--- src/rtl/fetch_pkg.sv ---
// Shared fetch-side types and defaults for the instruction fetch queue.
package fetch_pkg;

    localparam int FQ_DEPTH       = 8;
    localparam int FQ_FETCH_WIDTH = 2;

    typedef logic [31:0] fetch_data_t;

    typedef struct packed {
        logic [63:0] pc;
        fetch_data_t instr;
        logic        pred_taken;
        logic [63:0] pred_target;
    } fetch_entry_t;

endpackage

--- src/rtl/fq_compact.sv ---
// Turns a sparse per-lane valid mask into dense write offsets and a lane count.
module fq_compact #(
    parameter int FETCH_WIDTH = 2,
    parameter int OFF_W       = $clog2(FETCH_WIDTH + 1)
) (
    input  logic [FETCH_WIDTH-1:0]            laneValid,
    output logic [FETCH_WIDTH-1:0][OFF_W-1:0] laneOffset,
    output logic [OFF_W-1:0]                  nEnq
);

    logic [OFF_W-1:0] runSum;

    // Each lane's slot is the number of valid lanes below it.
    always_comb begin
        runSum     = '0;
        laneOffset = '0;
        for (int i = 0; i < FETCH_WIDTH; i++) begin
            laneOffset[i] = runSum;
            runSum        = runSum + OFF_W'(laneValid[i]);
        end
        nEnq = runSum;
    end

endmodule

--- src/rtl/fetch_queue.sv ---
// Circular fetch-to-decode instruction queue with sparse-lane compaction.
// Define FETCH_QUEUE_PERF_EN to add the full/empty cycle performance counters.
module fetch_queue
    import fetch_pkg::*;
#(
    parameter int FETCH_WIDTH = FQ_FETCH_WIDTH,
    parameter int DEPTH       = FQ_DEPTH
) (
    input  logic                          clk,
    input  logic                          resetn,
    input  logic                          flush,
    input  logic [FETCH_WIDTH-1:0]        enq_valid,
    input  fetch_entry_t [FETCH_WIDTH-1:0] enq_entry,
    output logic                          enq_ready,
    output logic [FETCH_WIDTH-1:0]        deq_valid,
    output fetch_entry_t [FETCH_WIDTH-1:0] deq_entry,
    input  logic                          deq_ready,
    output logic [$clog2(DEPTH):0]        count
`ifdef FETCH_QUEUE_PERF_EN
    ,
    output logic [31:0]                   perf_full_cycles,
    output logic [31:0]                   perf_empty_cycles
`endif
);

    localparam int AW = $clog2(DEPTH);
    localparam int CW = AW + 1;
    localparam int OW = $clog2(FETCH_WIDTH + 1);

    logic [AW-1:0]                 head, tail;
    fetch_entry_t                  storage [DEPTH];
    logic [FETCH_WIDTH-1:0][OW-1:0] laneOffset;
    logic [OW-1:0]                 nEnq;
    logic                          enqFire, deqFire;
    logic [CW-1:0]                 nDeq, enqAmt, deqAmt;

    fq_compact #(.FETCH_WIDTH(FETCH_WIDTH), .OFF_W(OW)) uCompact (
        .laneValid (enq_valid),
        .laneOffset(laneOffset),
        .nEnq      (nEnq)
    );

    // Readiness looks only at registered occupancy so fetch sees no comb path.
    assign enq_ready = (CW'(DEPTH) - count) >= CW'(FETCH_WIDTH);
    assign enqFire   = enq_ready && (|enq_valid) && !flush;
    assign deqFire   = deq_ready && (count != '0) && !flush;
    assign nDeq      = (count < CW'(FETCH_WIDTH)) ? count : CW'(FETCH_WIDTH);
    assign enqAmt    = enqFire ? CW'(nEnq) : '0;
    assign deqAmt    = deqFire ? nDeq : '0;

    always_ff @(posedge clk) begin
        if (!resetn) begin
            head  <= '0;
            tail  <= '0;
            count <= '0;
        end else if (flush) begin
            head  <= '0;
            tail  <= '0;
            count <= '0;
        end else begin
            head  <= head + AW'(deqAmt);
            tail  <= tail + AW'(enqAmt);
            count <= count + enqAmt - deqAmt;
        end
    end

    // Storage is deliberately left unreset; pointers and count define what is live.
    always_ff @(posedge clk) begin
        for (int i = 0; i < FETCH_WIDTH; i++) begin
            if (enqFire && enq_valid[i])
                storage[tail + AW'(laneOffset[i])] <= enq_entry[i];
        end
    end

    always_comb begin
        deq_valid = '0;
        deq_entry = '0;
        for (int i = 0; i < FETCH_WIDTH; i++) begin
            deq_valid[i] = (count > CW'(i)) && !flush;
            deq_entry[i] = storage[head + AW'(i)];
        end
    end

`ifdef FETCH_QUEUE_PERF_EN
    always_ff @(posedge clk) begin
        if (!resetn) begin
            perf_full_cycles  <= '0;
            perf_empty_cycles <= '0;
        end else begin
            if ((|enq_valid) && !enq_ready)
                perf_full_cycles <= perf_full_cycles + 32'd1;
            if ((count == '0) && !flush)
                perf_empty_cycles <= perf_empty_cycles + 32'd1;
        end
    end
`endif

endmodule
--- config.mk ---
export PLATFORM = sky130hd
export DESIGN_NAME = fetch_queue
export DESIGN_NICKNAME = d
export VERILOG_FILES = /design/src/rtl/fetch_pkg.sv /design/src/rtl/fq_compact.sv /design/src/rtl/fetch_queue.sv
export SDC_FILE = /design/constraint.sdc
export NUM_CORES = 2
export LEC_CHECK = 0
export BUFFER_PORTS_ARGS = -buffer_cell sky130_fd_sc_hd__buf_4
export CAP_MARGIN = 25
export CORE_AREA = 2 2 341 343
export CTS_CLUSTER_SIZE = 16
export DETAILED_ROUTE_END_ITERATION = 8
export DIE_AREA = 0 0 343 345
export PLACE_DENSITY = 0.95
export SLEW_MARGIN = 20
export SYNTH_ARGS = -nofsm -noshare
export SYNTH_HDL_FRONTEND = slang
export SYNTH_SLANG_ARGS = --single-unit
--- constraint.sdc ---
create_clock -name clk -period 21.6 [get_ports clk]
set_input_delay 2.16 -clock clk [delete_from_list [all_inputs] [get_ports clk]]
set_output_delay 2.16 -clock clk [all_outputs]
set_load 0.01 [all_outputs]
==> flow_summary.yaml <==
pwr:
  power_density_nw_per_um2: 69.4
  power_mw: 5.89
  p_int_mw: 4.54
  switchingPower_mw: 1.35
  power.leakage_nw: 27.4
  ir_worst_vdd_mv: 0.0551
  seqPwrFrac_pct: 48.8
  p_comb_share_pct: 10.6
  p_sw_share_pct: 23.0
  p_clk_share_pct: 40.6
synth:
  synth.most_common_cell: "edfxtp_1"
  synth_cell_types: 41
  synth_top_area_share_pct: 52.3
  syn_avg_cell_area_um2: 18.5
  dominantRegCellSynth: "edfxtp_1"
  synth_area_um2: 73900
  yosysWarnings: 0
  synth_common_cells: "1288 x edfxtp_1, 978 x mux2_2, 644 x mux4_2"
  syn_inst: 3989
  yosysTopAreaCell: "edfxtp_1"
  ys_ff_latch: 1298
  ys_seq_area_share_pct: 52.6
  synth_area_leaders: "edfxtp_1 52%, mux4_2 20%, mux2_2 15%"
  ys_async_sr_fraction_pct: 0
  synth_edf_count: 1288
  synth_nets: 4338
clock_network:
  cts.sinks: 1298
  clk_pin_slew_ns: 0.07
  post_cts_resized: 0
  htree_levels: 4
  cts_tree: "yes"
  cts_buffers: 140
  clock_path_buffers: 3
  post_cts_buffers: 0
  hold_buffers: 0
  clockRootBuffer: "clkbuf_16"
  clk_latency_ns: 0.77
sta:
  finalCritPeriodShare_pct: 36.3
  setup_slack_ns: 13.77
  finalCriticalPeriod_ns: 7.83
  max_slew.worst_pin.slew_ns: 1.23
  hold_ws_ns: 0.572
  skew_ns: 0.0482
  tns_ns: 0
  maxSlewHeadroom_pct: 18.2
  rsz0062_at_grt: "false"
  fmax_ghz: 0.128
  setup_violations: 0
  slew_viol_final: 0
  finalHoldViolCount: 0
grt:
  track_usage_pct: 35.7
  antenna_found_initial: 50
  grt_max_degree: 157
  grt_pass1_vias: 48000
  grt.overflow.total: 0
  grt_pass1_wl_mm: 311
final_layout:
  area_delta_synth_final_pct: 14.9
  drive_gt1_share_pct: 55.3
  finalInstanceArea_um2: 84900
  nets: 4896
  fillers: 6312
routing:
  drcViolationCount: 0
  drtIter0Drc: 5608
  routed_wl_mm: 212
  vias: 45600
  drt-vias-per-instance: 7.34
  ant_nets: 0
  dr.pass1.iters: 5
  wire_per_inst_um: 34.1
placement:
  dp_hpwl_mm: 114
  io_buffers: 656
  place.gp.congestion: 0.817
  dpl_cell_area_um2: 80200
  pre_cts_slack_ns: 14.31
floorplan:
  die_w_um: 343
  rows: 125
  dieArea_um2: 118000
  io_pins: 657
  core_area_um2: 115000
  die_h_um: 345
  start_util_pct: 64.2
min_path:
  hold_path.class: "flip-flop to flip-flop"
setup_path:
  worstPathArrival_ns: 5.67
  slowest_delay_ns: 0.88
  worstPathRequired_ns: 19.44
  slowest_stage: "buf_4"
  crit_path_frequent_cell: "buf_4"
  crit_type: "flip-flop to primary output"
  start_kind: "flip-flop"
  cp-end-kind: "primary output"
  path_cells: "ha_4 -> buf_4 -> buf_4 -> buf_4 -> mux4_2 -> mux2_2 -> buf_4"
  path_max_fanout: 47
run:
  drv_cap: 0
outcome:
  status: "finished, final reports clean"
==> path summary, 6_finish.rpt <==
kind / start / end / slack (ns) / depth (start not counted)
worst min register to register: count[2] / head[2] / 0.57 / 2
worst max register to register: count[1] / storage[4][54] / 16.68 / 8
worst max-delay path: head[0] / deq_entry[188] / 13.77 / 7
worst min-delay path: count[2] / head[2] / 0.57 / 2
==> power groups by stage <==
stage	Combinational (mW)	Clock [mW]	Sequential (mW)
2_1_floorplan	0.325	0	2.93
3_3_place_gp	0.586	0	2.92
3_5_place_dp	0.606	0	2.93
4_1_cts	0.618	2.40	2.87
5_1_grt	0.659	2.49	2.88
6_report	0.626	2.39	2.88
==> cells by family after synthesis <==
family | Yosys count | synth area share [%]
AND/OR/NAND/NOR | 49 | 0.366
multiplexers | 2254 | 44.2
adder cells (fa/ha/maj) | 21 | 0.396
flip-flops | 1298 | 52.6
buffers and inverters | 332 | 2.05
XOR/XNOR | 10 | 0.119
AO/OA/AOI/OAI | 25 | 0.295
==> cell usage in the layout (no fill, tap or decap), types with 3 or more instances in the layout <==
master	count
bufinv_16	13
nand2_1	13
mux2_1	632
mux2_2	978
o31ai_4	4
a21oi_1	3
buf_12	12
clkbuf_16	145
clkbuf_1	32
clkinv_2	19
and2_1	7
nor2_1	11
dfxtp_4	3
dfxtp_1	7
edfxtp_1	1288
buf_16	6
inv_1	13
o211ai_4	4
inv_6	4
nand2b_1	4
mux4_2	644
xnor2_1	7
fa_1	4
ha_1	16
buf_4	714
clkinv_1	23
diode_2	40
a211oi_4	4
==> worst max-delay path, delay by kind of cell, from the launching register on <==
kind / cells / cell delay [ns]
mux: 2 / 0.91
flops: 1 / 0.84
buf+inv: 4 / 2.38
fa+ha+maj: 1 / 0.71
==> flip-flops by register name, summed over array words and instances (netlist names) <==
register / count
count: 4
head: 3
storage: 1288
tail: 3
==> stage by stage <==
| step | util, % | instances |
|---|---|---|
| 6_report | 73.7 | 6212 |
| 5_1_grt | 73.7 | 6205 |
| 4_1_cts | 73.5 | 6166 |
| 3_5_place_dp | 69.6 | 5923 |
| 3_3_place_gp | 69.6 | 5920 |
| 2_1_floorplan | - | 3989 |
==> cell type report <==
cell class | count | area, um2 | share of cell area [%]
antenna | 40 | 100 | 0.118
clock buffer | 177 | 3750 | 4.42
clock inverter | 66 | 692 | 0.815
inverter | 13 | 48.8 | 0.0575
multi-input combinational | 2359 | 33700 | 39.7
sequential | 1298 | 38900 | 45.8
tap | 1524 | 1910 | 2.25
timing repair buffer | 735 | 5800 | 6.84
==> metal layers <==
metal  wire length, um  GRT usage, %
met1             73300          44.7
met2            105000          57.1
met3             24100          9.55
met4              9950          19.0
met5               148             0
(Power assumes the default switching activity.)
